$ cat config.mk
export PLATFORM = sky130hd
export DESIGN_NAME = bin_bbox_detect
export DESIGN_NICKNAME = d
export VERILOG_FILES = /design/src/rtl/bin_bbox_pkg.sv /design/src/rtl/bbox_coord_cnt.sv /design/src/rtl/bin_bbox_detect.sv
export SDC_FILE = /design/constraint.sdc
export NUM_CORES = 1
export LEC_CHECK = 0
export ABC_AREA = 1
export CORE_UTILIZATION = 40
export DETAILED_ROUTE_END_ITERATION = 8
export SYNTH_ARGS = -nofsm -noshare
export SYNTH_HDL_FRONTEND = slang
export SYNTH_SLANG_ARGS = --single-unit
$ cat constraint.sdc
create_clock -name clk -period 2.4 [get_ports clk]
set_input_delay 0.24 -clock clk [delete_from_list [all_inputs] [get_ports clk]]
set_output_delay 0.24 -clock clk [all_outputs]
set_load 0.1 [all_outputs]
$ cat src/rtl/bin_bbox_pkg.sv
// Shared constants for the binary bounding-box detector.
package bin_bbox_pkg;

  // Default coordinate width: up to 2047 pixels per line / lines per frame.
  localparam int DEF_COORD_W = 11;

  // Default width of the saturating foreground pixel counter.
  localparam int DEF_CNT_W = 22;

  // Bit of the 8-bit binary pixel that marks foreground (0xFF vs 0x00).
  localparam int FG_BIT = 7;

  // Reset patterns for the min/max trackers, shown at the default width.
  // Their bit 0 is replicated so they scale to any COORD_W:
  // min trackers start at all ones, max trackers start at zero.
  localparam logic [DEF_COORD_W-1:0] COORD_MAX_INIT = '1;
  localparam logic [DEF_COORD_W-1:0] COORD_MIN_INIT = '0;

endpackage : bin_bbox_pkg

$ cat src/rtl/bbox_coord_cnt.sv
// Coordinate generator: normalises vsync, detects frame start and line end,
// and produces saturating pixel (x) and line (y) coordinates.
module bbox_coord_cnt #(
  parameter int COORD_W = 11,
  parameter bit VS_POL  = 1'b1
) (
  input  logic               clk,
  input  logic               rst_n,
  input  logic               vsync,
  input  logic               de,
  output logic [COORD_W-1:0] x,
  output logic [COORD_W-1:0] y,
  output logic               fs,
  output logic               pix_vld
);

  localparam logic [COORD_W-1:0] COORD_SAT = {COORD_W{1'b1}};

  logic               vs;
  logic               le;
  logic               vs_q, vs_d;
  logic               de_q, de_d;
  logic [COORD_W-1:0] x_q, x_d;
  logic [COORD_W-1:0] y_q, y_d;

  // Normalise vsync to active high, then derive frame-start / line-end strobes.
  always_comb begin
    vs      = vsync ^ ~VS_POL;
    fs      = vs & ~vs_q;
    le      = de_q & ~de;
    // A pixel that coincides with frame start is dropped entirely.
    pix_vld = de & ~fs;
  end

  // Next-state for the edge-detect history and the saturating coordinates.
  always_comb begin
    vs_d = vs;
    de_d = de;

    // x follows the active pixel run; the fs-coincident pixel does not advance it.
    if (!de) begin
      x_d = '0;
    end else if (fs) begin
      x_d = x_q;
    end else if (x_q != COORD_SAT) begin
      x_d = x_q + COORD_W'(1);
    end else begin
      x_d = x_q;
    end

    // y restarts on frame start (which wins over a line end in the same cycle).
    if (fs) begin
      y_d = '0;
    end else if (le && (y_q != COORD_SAT)) begin
      y_d = y_q + COORD_W'(1);
    end else begin
      y_d = y_q;
    end
  end

  // State registers for edge detection and coordinate counters.
  always_ff @(posedge clk or negedge rst_n) begin
    if (!rst_n) begin
      vs_q <= 1'b0;
      de_q <= 1'b0;
      x_q  <= '0;
      y_q  <= '0;
    end else begin
      vs_q <= vs_d;
      de_q <= de_d;
      x_q  <= x_d;
      y_q  <= y_d;
    end
  end

  // The coordinate of the current pixel is the registered counter value.
  always_comb begin
    x = x_q;
    y = y_q;
  end

endmodule : bbox_coord_cnt

$ cat src/rtl/bin_bbox_detect.sv
// Per-frame foreground statistics on a binary video stream: bounding box,
// saturating pixel count and found flag, published once per frame start.
module bin_bbox_detect
  import bin_bbox_pkg::*;
#(
  parameter int COORD_W = DEF_COORD_W,
  parameter int CNT_W   = DEF_CNT_W,
  parameter bit VS_POL  = 1'b1
) (
  input  logic               clk,
  input  logic               rst_n,
  input  logic               pre_frame_vsync,
  input  logic               pre_frame_hsync,
  input  logic               pre_frame_de,
  input  logic [7:0]         img_bin,
  output logic               bbox_valid,
  output logic               bbox_found,
  output logic [COORD_W-1:0] bbox_x_min,
  output logic [COORD_W-1:0] bbox_x_max,
  output logic [COORD_W-1:0] bbox_y_min,
  output logic [COORD_W-1:0] bbox_y_max,
  output logic [CNT_W-1:0]   fg_count
);

  localparam logic [COORD_W-1:0] MIN_INIT = {COORD_W{COORD_MAX_INIT[0]}};
  localparam logic [COORD_W-1:0] MAX_INIT = {COORD_W{COORD_MIN_INIT[0]}};
  localparam logic [CNT_W-1:0]   CNT_SAT  = {CNT_W{1'b1}};

  logic [COORD_W-1:0] x, y;
  logic               fs, pix_vld, fg;

  // hsync is carried only for interface symmetry; only the MSB of the pixel matters.
  logic unused_inputs;
  assign unused_inputs = pre_frame_hsync ^ (^img_bin);

  bbox_coord_cnt #(
    .COORD_W (COORD_W),
    .VS_POL  (VS_POL)
  ) u_coord (
    .clk     (clk),
    .rst_n   (rst_n),
    .vsync   (pre_frame_vsync),
    .de      (pre_frame_de),
    .x       (x),
    .y       (y),
    .fs      (fs),
    .pix_vld (pix_vld)
  );

  // Accumulators for the frame in progress.
  logic [COORD_W-1:0] x_min_q, x_min_d;
  logic [COORD_W-1:0] x_max_q, x_max_d;
  logic [COORD_W-1:0] y_min_q, y_min_d;
  logic [COORD_W-1:0] y_max_q, y_max_d;
  logic [CNT_W-1:0]   cnt_q, cnt_d;
  logic               found_q, found_d;
  // Set by the first frame start; before it the accumulators hold a partial frame.
  logic               frame_seen_q, frame_seen_d;

  // Published result registers, held between frame starts.
  logic               valid_q, valid_d;
  logic               pub_found_q, pub_found_d;
  logic [COORD_W-1:0] pub_x_min_q, pub_x_min_d;
  logic [COORD_W-1:0] pub_x_max_q, pub_x_max_d;
  logic [COORD_W-1:0] pub_y_min_q, pub_y_min_d;
  logic [COORD_W-1:0] pub_y_max_q, pub_y_max_d;
  logic [CNT_W-1:0]   pub_cnt_q, pub_cnt_d;

  // Foreground qualification: active, not the dropped fs pixel, MSB set.
  always_comb begin
    fg = pix_vld & img_bin[FG_BIT];
  end

  // Frame start publishes (when a full frame was seen) and reinitialises;
  // otherwise foreground pixels grow the box and the count.
  always_comb begin
    x_min_d      = x_min_q;
    x_max_d      = x_max_q;
    y_min_d      = y_min_q;
    y_max_d      = y_max_q;
    cnt_d        = cnt_q;
    found_d      = found_q;
    frame_seen_d = frame_seen_q;
    valid_d      = 1'b0;
    pub_found_d  = pub_found_q;
    pub_x_min_d  = pub_x_min_q;
    pub_x_max_d  = pub_x_max_q;
    pub_y_min_d  = pub_y_min_q;
    pub_y_max_d  = pub_y_max_q;
    pub_cnt_d    = pub_cnt_q;

    if (fs) begin
      if (frame_seen_q) begin
        valid_d     = 1'b1;
        pub_found_d = found_q;
        // An empty frame reports an all-zero box rather than the init patterns.
        pub_x_min_d = found_q ? x_min_q : '0;
        pub_x_max_d = found_q ? x_max_q : '0;
        pub_y_min_d = found_q ? y_min_q : '0;
        pub_y_max_d = found_q ? y_max_q : '0;
        pub_cnt_d   = found_q ? cnt_q   : '0;
      end
      x_min_d      = MIN_INIT;
      x_max_d      = MAX_INIT;
      y_min_d      = MIN_INIT;
      y_max_d      = MAX_INIT;
      cnt_d        = '0;
      found_d      = 1'b0;
      frame_seen_d = 1'b1;
    end else if (fg) begin
      if (x < x_min_q) x_min_d = x;
      if (x > x_max_q) x_max_d = x;
      if (y < y_min_q) y_min_d = y;
      if (y > y_max_q) y_max_d = y;
      if (cnt_q != CNT_SAT) cnt_d = cnt_q + CNT_W'(1);
      found_d = 1'b1;
    end
  end

  // Accumulator and publish registers.
  always_ff @(posedge clk or negedge rst_n) begin
    if (!rst_n) begin
      x_min_q      <= MIN_INIT;
      x_max_q      <= MAX_INIT;
      y_min_q      <= MIN_INIT;
      y_max_q      <= MAX_INIT;
      cnt_q        <= '0;
      found_q      <= 1'b0;
      frame_seen_q <= 1'b0;
      valid_q      <= 1'b0;
      pub_found_q  <= 1'b0;
      pub_x_min_q  <= '0;
      pub_x_max_q  <= '0;
      pub_y_min_q  <= '0;
      pub_y_max_q  <= '0;
      pub_cnt_q    <= '0;
    end else begin
      x_min_q      <= x_min_d;
      x_max_q      <= x_max_d;
      y_min_q      <= y_min_d;
      y_max_q      <= y_max_d;
      cnt_q        <= cnt_d;
      found_q      <= found_d;
      frame_seen_q <= frame_seen_d;
      valid_q      <= valid_d;
      pub_found_q  <= pub_found_d;
      pub_x_min_q  <= pub_x_min_d;
      pub_x_max_q  <= pub_x_max_d;
      pub_y_min_q  <= pub_y_min_d;
      pub_y_max_q  <= pub_y_max_d;
      pub_cnt_q    <= pub_cnt_d;
    end
  end

  // Outputs come straight from the publish registers.
  always_comb begin
    bbox_valid = valid_q;
    bbox_found = pub_found_q;
    bbox_x_min = pub_x_min_q;
    bbox_x_max = pub_x_max_q;
    bbox_y_min = pub_y_min_q;
    bbox_y_max = pub_y_max_q;
    fg_count   = pub_cnt_q;
  end

endmodule : bin_bbox_detect

* Word level (Yosys, flattened, before mapping) *
Cells that the tools add are included.

word-level totals
  register bits = 160
  input port bits = 13
  output and inout bits = 68
  logic and storage cells = 81

cells by class
  $add $sub $neg = 3
  $lt $le $gt $ge = 4
  equality and inequality tests = 5
  muxes and demuxes = 29
  bitwise logic cells = 7
  reduce and logical (&&, ||, !) cells = 15

operators by type and width
  kind                                                              number
  11-bit two-way mux                                                21
  22-bit two-way mux                                                4
  11-bit by 1-bit adder with 11-bit output (second input constant)  2
  22-bit by 1-bit adder with 22-bit output (second input constant)  1
  11-bit greater-than comparator                                    2
  11-bit < comparator                                               2
  11-bit != test (second input constant)                            2
  22-bit != test (second input constant)                            1
  2-bit AND reduction                                               7
  2-bit nonzero test                                                7
  1-bit AND                                                         4
  1-bit two-way mux                                                 4
  1-bit inverter                                                    3
  2-bit by 1-bit != test with 1-bit output (second input constant)  1
  2-bit != test (second input constant)                             1
  1-bit logical AND                                                 1

* Depth between registers and ports, before layout *
Gate-level depths: netlist of run 1.

  depth in word-level cells = 7
  gate-level depth with buffers = 12
  mapped depth without buffers = 11

* Modules after synthesis *
A second synthesis of run 1 with hierarchy kept.

second synthesis, totals
  cell total of the unflattened synthesis = 1,072
  area, all modules = 8,553.2 sq um

modules (own cells, without submodules)
  module           times used  cells an instance  area each (sq um)  sequential area each (sq um)
  bin_bbox_detect  1           872                7,075.5            3,430.8
  bbox_coord_cnt   1           200                1,477.7            600.6

* Worst setup path before layout of run 1 *
Ideal clock, no wire load.

  path kind = reg2reg
  from = reg y_min_q[10]
  to = reg y_min_q[10]
  library setup time = 0.061 ns
  data arrival time = 1.656 ns
  data required time = 2.339 ns
  path slack = 0.682 ns
  stages on the path, launching flop included = 10
  path buffers = 1
  period minus slack after synthesis = 1.718 ns
  cell sequence = dfstp_2 inv_1 ha_1 nand2_1 nor2_1 nand3_1 nand3_1 clkbuf_1 nand3_1 nand2_1

on the way
  word-level cells in the longest chain between the ends = 3

RTL lines
  element                        RTL line                source
  start: declaration             bin_bbox_detect.sv:53   logic [COORD_W-1:0] y_min_q, y_min_d;
  start signal: assignment       bin_bbox_detect.sv:140  y_min_q <= y_min_d;
  11-bit < comparator            bin_bbox_detect.sv:113  if (y < y_min_q) y_min_d = y;
  2-bit nonzero test (no line)   --
  2-bit AND reduction (no line)  --

Every way passes these cells.
A chain may end at the register's enable or synchronous reset.

* Final worst setup path of run 1 *
  from = reg u_coord.x_q[10], in the netlist u_coord.x[10]
  to = reg x_max_q[6]

on the way
  word-level cells in the longest chain between the ends = 3

RTL lines
  element                         RTL line                source
  start: declaration              bbox_coord_cnt.sv:23    logic [COORD_W-1:0] x_q, x_d;
  start signal: assignment        bbox_coord_cnt.sv:66    x_q <= '0;
  start signal: assignment        bbox_coord_cnt.sv:71    x_q <= x_d;
  11-bit greater-than comparator  bin_bbox_detect.sv:112  if (x > x_max_q) x_max_d = x;
  2-bit nonzero test (no line)    --
  2-bit AND reduction (no line)   --
  end signal: assignment          bin_bbox_detect.sv:139  x_max_q <= x_max_d;
  end: declaration                bin_bbox_detect.sv:52   logic [COORD_W-1:0] x_max_q, x_max_d;

Every way passes these cells.

==> flow_summary_export.csv, run 1 <==
group,metric,value,unit
outcome,outcome,"finished, final reports clean",
cts,cts_tree,"built",
sta,relSlewSlack,54.26,%
synth,syn_inst,1054,
cts,clockBufferDepth,2,
setup_path,worst-path-buf-inv,0,
finish,postLayoutCoreUtil,49.15,%
hold_path,hold_class,"in -> reg",
pwr,p_per_area,758.3,nW/um^2
place,place.gp.congestion,0.8306,
finish,n_fill_cell,2020,
sta,fmax,500.6,MHz
grt,antenna_found_initial,0,
synth,synth.avg_cell_area,7.980,sq um
drt,vias,7283,
die,die_height,147.0,microns
setup_path,crit_chain,"ha_1 > nand2_1 > nor2_1 > and2_1 > nand2_1 > nand3_1 > nand2_1 > nand3_1 > nand2_1",
synth,ys_ff_latch,160,
cts,numCtsBuffers,17,
setup_path,crit_path_max_incr_delay,0.47,ns
die,rows,52,
pwr,p_total,7.614,mW
place,io_buffers,72,
die,pin_count,81,
sta,rsz0062_at_grt,"false",
cts,cts_setup_buffers,0,
sta,finalSetupViolCount,0,
setup_path,slowest_stage,"dfrtp_1",
pwr,leakage,5.008,nW
finish,multi_input_area,3775,sq um
finish,syn2layout_area_growth,19.38,%
cts,cts.sinks,160,
synth,synth_edf_count,0,
setup_path,path_max_fanout,11,
grt,grt_remaining_overflow,0,
finish,layoutNonFillerInstCount,1411,
setup_path,rr_worst_depth,9,
drt,drt_wl_total,21.13,mm
drt,drc,0,
place,post-dp-hpwl,14.73,mm
drt,first_iter_violations,506,
synth,ys_async_sr_fraction,100.0,%
flow_run,max_cap_violations,0,
drt,first_pass_iters,5,
grt,grt_start_max_net_pins,73,
setup_path,critPathMostFrequentCell,"nand2_1",
die,initial_core_util,41.17,%
setup_path,r2r-start,"u_coord.x[10]",
finish,drive_gt1_share,14.72,%
cts,path_clk_slew,0.06,ns
finish,diodes,0,
sta,slew_violations,0,
setup_path,start_kind,"flip-flop",
synth,synth_ff_type,"dfrtp_1",
die,coreArea,20430,sq um
setup_path,crit_path_end_kind,"flip-flop",
grt,grt_pass1_wl,35.76,mm
die,die_area,21610,sq um
synth,synth_seq_area_share,47.93,%
synth,yosys_warnings,0,
synth,syn_nets,1112,
pwr,peakVddDrop,456.9,uV
cts,clk-insertion-delay-late,0.43,ns
place,dp_cells,1378,
drt,wl_per_cell,14.98,microns
synth,synth_cell_types,29,
sta,fin_crit_sh,83.24,%
setup_path,critPathArrivalTime,2.31,ns
finish,regArea,4031,sq um
grt,grt_use_total,20.64,%
setup_path,crit_type,"reg -> reg",
sta,fin_crit,1.998,ns
setup_path,required,2.71,ns
sta,hold_viol_final,0,
setup_path,worstSetupStartpoint,"u_coord.x[10]",
setup_path,rrSetupSlack,0.40,ns
cts,cts.htree.levels,4,
finish,fin_nets,1186,
drt,ant_nets,0,
sta,finClkSkew,0.008070,ns
drt,vias_per_cell,5.162,
die,die_w,147.0,microns
sta,tightest_slew,0.6862,ns
setup_path,cp_num_cells,9,
synth,syn_area,8411,sq um
cts,root_buffer,"clkbuf_16",
setup_path,crit-reg2reg-capture,"x_max_q[6]",
setup_path,cp_top_family,"simple AND/OR/NAND/NOR gates",
grt,grt_pass1_vias,6970,
setup_path,endpoint,"x_max_q[6]",
sta,finalSetupTns,0,ns
## worst reg2reg max path: cells and delay by family, from the launching register on
kind	cells	cell delay, ns
simple gates	8	1.08
flops	1	0.47
fa+ha+maj	1	0.34
## per-layer routing
| metal | track usage [%] | up-vias | wire length [microns] |
|---|---|---|---|
| met5 | 0 | - | 0 |
| met4 | 5.979 | 0 | 271 |
| met3 | 3.230 | 32 | 690 |
| met2 | 32.09 | 139 | 9471 |
| met1 | 29.76 | 3481 | 10700 |
| li1 | - | 3631 | - |
## area by class of cell
type | instances | share of cell area (%)
clock inverters | 11 | 1.869
clock buffers | 21 | 4.486
repair buffers | 105 | 8.735
flip-flops and latches | 160 | 40.15
well taps | 270 | 3.364
multi-input cells | 743 | 37.59
inverters | 101 | 3.801
## cells in the final DEF (no fill, tap or decap), drive strengths merged, types with 2 or more instances in the layout
master           n
nand3          106
nand4           38
nor3             5
a21o             2
dfstp           22
inv            101
buf            101
clkinvlp         3
clkbuf          21
nand2          283
or2              2
o21ai          161
a21oi           17
bufinv           5
nor2            67
dfrtp          138
clkinv           3
xor2            14
clkdlybuf4s50    3
ha              45
## power breakdown
| part | switching [mW] | internal [mW] |
|---|---|---|
| combinational | 1.16 | 0.386 |
| clock | 1.11 | 1.87 |
| sequential | 0.163 | 2.93 |
| total | 2.43 | 5.18 |
## Yosys cell counts, types with 5 or more instances
master | instances | area, sq um
nand2_1 | 281 | 1055
o21ai_0 | 148 | 740.7
dfrtp_1 | 138 | 3453
nand3_1 | 104 | 520.5
inv_1 | 98 | 367.9
nor2_1 | 63 | 236.5
ha_1 | 45 | 563.0
nand4_1 | 38 | 237.7
clkbuf_1 | 32 | 120.1
dfstp_2 | 22 | 578.1
a21oi_1 | 17 | 85.08
xor2_1 | 14 | 122.6
o21ai_1 | 12 | 60.06
buf_2 | 11 | 55.05
nor3_1 | 5 | 25.02
## per-stage QoR
stage | setup WS [ns] | hold WS [ns] | area, sq um
2_1_floorplan | 0.6822 | -0.05559 | 8411
3_3_place_gp | 0.4185 | 0.3239 | 9393
3_5_place_dp | 0.4153 | 0.3219 | 9393
5_1_grt | 0.1886 | 0.2857 | 10040
6_report | 0.4023 | 0.2956 | 10040
4_1_cts | 0.3952 | 0.2830 | 10040
## how the worst min path moves through the flow
| stage | cells past startpoint | end | from | slack, ns |
|---|---|---|---|---|
| 3_5_place_dp | 1 | fg_count[13] | rst_n | 0.32 |
| 5_1_grt | 1 | u_coord.vs_q | pre_frame_vsync | 0.29 |
| 3_3_place_gp | 1 | cnt_q[2] | rst_n | 0.32 |
| 6_report | 1 | u_coord.vs_q | pre_frame_vsync | 0.30 |
| 2_1_floorplan | 0 | bbox_found | rst_n | -0.06 |
| 4_1_cts | 1 | u_coord.vs_q | pre_frame_vsync | 0.28 |
## sequential cells by signal (all words and copies together), names as in the netlist
name,cells
bbox_found,1
bbox_valid,1
bbox_x_max,11
bbox_x_min,11
bbox_y_max,11
bbox_y_min,11
cnt_q,22
fg_count,22
found_q,1
frame_seen_q,1
u_coord.de_q,1
u_coord.vs_q,1
u_coord.x,11
u_coord.y,11
x_max_q,11
x_min_q,11
y_max_q,11
y_min_q,11
## logic make-up after synthesis
| logic type | share of synthesized area [%] |
|---|---|
| AND/OR/NAND/NOR | 25.63 |
| XOR/XNOR | 1.458 |
| flip-flops | 47.93 |
| adder cells (fa/ha/maj) | 6.694 |
| AO/OA/AOI/OAI | 11.10 |
| buffers and inverters | 7.185 |
## repair_timing
action | CTS | global route
resized for setup | 0 | 0
hold buffers | 1 | 0
hold endpoints to repair | 57 | 0
No activity file was read; power rests on OpenSTA's default activity.
==> run 2: changes to the inputs <==
- clock period: 2.4 -> 1.7 ns (I/O delays scaled with it)
==> run 2 against run 1 <==
Against the previous run:
- the run now ends with setup timing left
- via count increased by 7.9%
- routed wire length grew 13%
- global-route usage is 1.2 points higher
- setup slack got worse by 0.41 ns
- die area did not move
- fmax increased by 17%
- sequential share of layout area shrank 5.7 points
- first-iteration DRC count increased by 11%
- clock skew rose by 0.0031 ns
- critical path type unchanged
- critical endpoint is now y_min_q[5]
- highest routed layer unchanged
==> flow_summary_export.csv, run 2 (synthesis gave the netlist of run 1 again) <==
group,metric,value,unit
finish,drive_gt1_share,32.08,%
drt,drc,0,
place,place.gp.congestion,0.8977,
drt,vias_per_cell,5.158,
grt,grt_start_max_net_pins,44,
pwr,peakVddDrop,610.2,uV
setup_path,cp_top_family,"simple AND/OR/NAND/NOR gates",
place,post-dp-hpwl,15.75,mm
sta,finClkSkew,0.01117,ns
grt,grt_use_total,21.84,%
cts,clk-insertion-delay-late,0.43,ns
setup_path,crit_type,"reg -> reg",
flow_run,max_cap_violations,0,
die,die_height,147.0,microns
finish,n_fill_cell,1842,
setup_path,critPathArrivalTime,2.07,ns
finish,layoutNonFillerInstCount,1523,
finish,regArea,4045,sq um
cts,root_buffer,"clkbuf_16",
sta,finalSetupViolCount,3,
sta,rsz0062_at_grt,"true",
drt,first_iter_violations,562,
setup_path,worst-path-buf-inv,2,
cts,cts.htree.levels,4,
sta,hold_viol_final,0,
setup_path,required,2.06,ns
sta,tightest_slew,0.4429,ns
grt,grt_pass1_wl,37.78,mm
finish,syn2layout_area_growth,39.65,%
pwr,p_per_area,927.0,nW/um^2
setup_path,crit_path_end_kind,"flip-flop",
setup_path,crit_path_max_incr_delay,0.54,ns
die,die_area,21610,sq um
drt,first_pass_iters,7,
drt,drt_wl_total,23.82,mm
outcome,outcome,"finished with violations",
finish,postLayoutCoreUtil,57.49,%
finish,final_cell_mix,"243 x nand2_1, 164 x buf_4, 141 x o21ai_0",
place,dp_cells,1463,
setup_path,rrSetupSlack,-0.007,ns
die,coreArea,20430,sq um
grt,grt_remaining_overflow,0,
die,initial_core_util,41.17,%
grt,antenna_found_initial,0,
hold_path,hold_class,"in -> async",
setup_path,crit_chain,"inv_2 > ha_4 > nand2_4 > nor2_4 > nand3_2 > nand3_4 > nand2_4 > buf_6 > nand2_2 > nand2_2",
cts,numCtsBuffers,17,
setup_path,slowest_stage,"dfstp_2",
die,pin_count,81,
sta,relSlewSlack,70.36,%
finish,diodes,0,
drt,vias,7856,
cts,clockBufferDepth,2,
finish,final_common_cell,"nand2_1",
sta,fin_crit,1.707,ns
cts,path_clk_slew,0.06,ns
setup_path,start_kind,"flip-flop",
sta,hold_slack,0.2255,ns
sta,finalSetupTns,-0.01110,ns
sta,fmax,585.7,MHz
finish,fin_nets,1298,
sta,slew_violations,0,
cts,cts.sinks,160,
setup_path,path_max_fanout,5,
grt,grt_pass1_vias,7577,
outcome,violations,"setup timing",
pwr,p_total,10.89,mW
sta,worst_slack,-0.007322,ns
place,io_buffers,72,
drt,ant_nets,0,
cts,cts_tree,"built",
pwr,leakage,5.631,nW
die,die_w,147.0,microns
drt,wl_per_cell,15.64,microns
sta,fin_crit_sh,100.4,%
finish,multi_input_area,4358,sq um
die,rows,52,
run 2: cell types whose count changed in the layout (fill, tap and decap cells not counted), sizes merged:
cell,delta
buf,+110
clkbuf,+3
bufinv,-4
clkinv,+2
clkinvlp,+1
run 2: worst paths after layout:
check,start,end,cells after the start
max in group asynchronous,rst_n,y_min_q[8],3
setup reg to reg,y_min_q[6],y_min_q[5],10
hold / removal,rst_n,fg_count[10],2
min in group clk,pre_frame_vsync,u_coord.vs_q,1
hold reg to reg,x_min_q[10],x_min_q[10],2
setup / recovery,y_min_q[6],y_min_q[5],10
run 2: area by class of cell:
cell class | count | area share [%]
clock buffers | 22 | 3.952
clock inverters | 10 | 0.7564
inverters | 101 | 3.292
multi-input cells | 743 | 37.10
flip-flops and latches | 160 | 34.44
well taps | 270 | 2.876
repair buffers | 217 | 17.58
run 2: repair_timing:
item | 4_1_cts | 5_1_grt
cloned | 2 | 4
endpoints found under the hold margin | 36 | 0
setup endpoints to repair | 43 | 74
resized for setup | 39 | 139
hold buffers | 1 | 0
buffers inserted | 4 | 19
pin swaps | 26 | 44
run 2: layer usage:
metal	track usage, %	vias up	wire [microns]	share of wire, %
li1	-	3864	-	-
met1	30.12	3809	11420	48
met2	35.69	158	11290	47
met3	3.665	25	827	3.5
met4	5.619	0	283	1.2
met5	0	-	0	0
run 2: per-stage QoR:
| step | instance area, sq um | setup WS (ns) |
|---|---|---|
| 4_1_cts | 11030 | -0.008138 |
| 2_1_floorplan | 8412 | 0.005461 |
| 3_5_place_dp | 10260 | -0.1279 |
| 3_3_place_gp | 10260 | -0.1098 |
| 6_report | 11750 | -0.007322 |
| 5_1_grt | 11750 | -0.07430 |
run 2: power by group:
part / internal, mW / switching, mW / total, mW
sequential: 4.14 / 0.197 / 4.34
clock: 2.08 / 1.60 / 3.69
combinational: 0.964 / 1.90 / 2.87
total: 7.19 / 3.70 / 10.9
==> run 3: changes to the inputs <==
- CTS_BUF_LIST: not set -> sky130_fd_sc_hd__clkbuf_2 sky130_fd_sc_hd__clkbuf_4 sky130_fd_sc_hd__clkbuf_8
- GPL_TIMING_DRIVEN: not set -> 1
==> run 3 against run 2 <==
Against the previous run:
- the flow still finishes with violations (setup timing)
- largest cell class unchanged
- setup slack got worse by 0.026 ns
- utilization shrank 0.21 points
- highest routed layer unchanged
- combinational power is essentially flat
==> flow_summary_export.csv, run 3 (synthesis gave the netlist of run 1 again) <==
group,metric,value,unit
setup_path,critPathArrivalTime,2.13,ns
grt,grt_start_max_net_pins,44,
drt,wl_per_cell,15.51,microns
hold_path,hold_class,"in -> async",
finish,drive_gt1_share,33.89,%
cts,path_clk_slew,0.09,ns
sta,rsz0062_at_grt,"true",
finish,diodes,0,
finish,postLayoutCoreUtil,57.28,%
die,rows,52,
setup_path,crit-reg2reg-capture,"y_min_q[2]",
cts,clockBufferDepth,2,
cts,cts.htree.levels,4,
pwr,p_per_area,851.3,nW/um^2
cts,cts.sinks,160,
setup_path,crit_path_end_kind,"flip-flop",
sta,worst_slack,-0.03329,ns
pwr,p_total,9.963,mW
cts,clk-insertion-delay-late,0.47,ns
cts,cts_tree,"built",
setup_path,start_kind,"flip-flop",
drt,vias,7866,
place,place.gp.congestion,0.8977,
sta,tightest_slew,0.4363,ns
place,io_buffers,72,
setup_path,r2r-start,"u_coord.y[6]",
sta,slew_violations,0,
sta,fmax,576.9,MHz
finish,syn2layout_area_growth,39.14,%
place,pre_cts_ws,-0.1279,ns
setup_path,path_max_fanout,5,
drt,ant_nets,0,
outcome,violations,"setup timing",
finish,final_cell_mix,"243 x nand2_1, 156 x buf_4, 140 x o21ai_0",
setup_path,endpoint,"y_min_q[2]",
grt,antenna_found_initial,0,
sta,finClkSkew,0.01637,ns
grt,grt_pass1_wl,37.45,mm
sta,finalSetupTns,-0.2242,ns
drt,drt_wl_total,23.59,mm
sta,fin_crit_sh,102.0,%
sta,finalSetupViolCount,10,
die,die_w,147.0,microns
cts,root_buffer,"clkbuf_8",
setup_path,rrSetupSlack,-0.03,ns
setup_path,required,2.10,ns
setup_path,crit_type,"reg -> reg",
die,pin_count,81,
die,coreArea,20430,sq um
pwr,peakVddDrop,473.2,uV
die,die_area,21610,sq um
outcome,outcome,"finished with violations",
sta,relSlewSlack,70.80,%
grt,grt_remaining_overflow,0,
grt,grt_pass1_vias,7475,
finish,n_fill_cell,1866,
drt,first_pass_iters,5,
die,die_height,147.0,microns
grt,grt_use_total,21.75,%
drt,drc,0,
sta,hold_viol_final,0,
finish,fin_nets,1296,
drt,vias_per_cell,5.172,
setup_path,rr_worst_depth,10,
sta,fin_crit,1.733,ns
cts,numCtsBuffers,17,
finish,final_common_cell,"nand2_1",
pwr,leakage,5.560,nW
place,post-dp-hpwl,15.75,mm
die,initial_core_util,41.17,%
flow_run,max_cap_violations,0,
setup_path,worstSetupStartpoint,"u_coord.y[6]",
drt,first_iter_violations,417,
-- run 3: changes by cell type in the layout (fill, tap and decap cells not counted), sizes merged --
cell	change
buf	-1
clkbuf	-1
-- run 3: power by group --
part / switching (mW) / total (mW) / internal, mW / leakage (nW)
Sequential: 0.198 / 4.33 / 4.13 / 2.10
Clock: 1.48 / 2.76 / 1.27 / 0.185
Combinational: 1.91 / 2.87 / 0.966 / 3.28
-- run 3: layer usage --
metal | GRT usage (%) | routed length, microns | up-vias
met1 | 30.21 | 11340 | 3831
met4 | 5.206 | 425 | 0
li1 | - | - | 3853
met3 | 3.882 | 742 | 33
met2 | 35.26 | 11090 | 149
met5 | 0 | 0 | -
-- run 3: worst min-delay path by stage --
stage / startpoint / end / depth (start not counted)
floorplan: rst_n / bbox_found / 0
global placement: rst_n / cnt_q[6] / 1
detailed placement: rst_n / cnt_q[6] / 1
CTS: pre_frame_vsync / u_coord.vs_q / 1
global route: pre_frame_vsync / u_coord.vs_q / 1
finish: rst_n / bbox_x_min[1] / 2
-- run 3: what timing repair did --
action	CTS	global route
hold buffers	1	0
buffers inserted	4	17
endpoints found under the setup margin	44	76
hold endpoints to repair	98	0
cloned	3	3
pin swaps	28	46
resized for setup	39	168
-- run 3: area by class of cell --
cell class	count	area, sq um	area share [%]
clock buffer	22	284.0	2.427
clock inverter	10	88.84	0.7591
multi-input combinational	743	4491	38.37
tap	270	337.8	2.887
sequential	160	4048	34.59
inverter	101	386.6	3.304
timing repair buffer	215	2067	17.66
-- run 3: critical path, cell delays in order, from the launching register on --
cell and delay [ns]:
dfrtp_2 0.45, buf_6 0.15, ha_4 0.29, nand2_4 0.07, o21ai_4 0.18, nand2_2 0.10, nand3_4 0.12, nand2_4 0.07
buf_6 0.14, nand2_1 0.05, nand2_1 0.05
-- run 3: through the flow --
stage	hold WS, ns	std cells	area, sq um
2_1_floorplan	-0.1256	1054	8412
3_3_place_gp	0.1002	1463	10260
3_5_place_dp	0.1062	1463	10260
4_1_cts	0.1520	1503	10850
5_1_grt	0.1682	1521	11700
6_report	0.1793	1521	11700
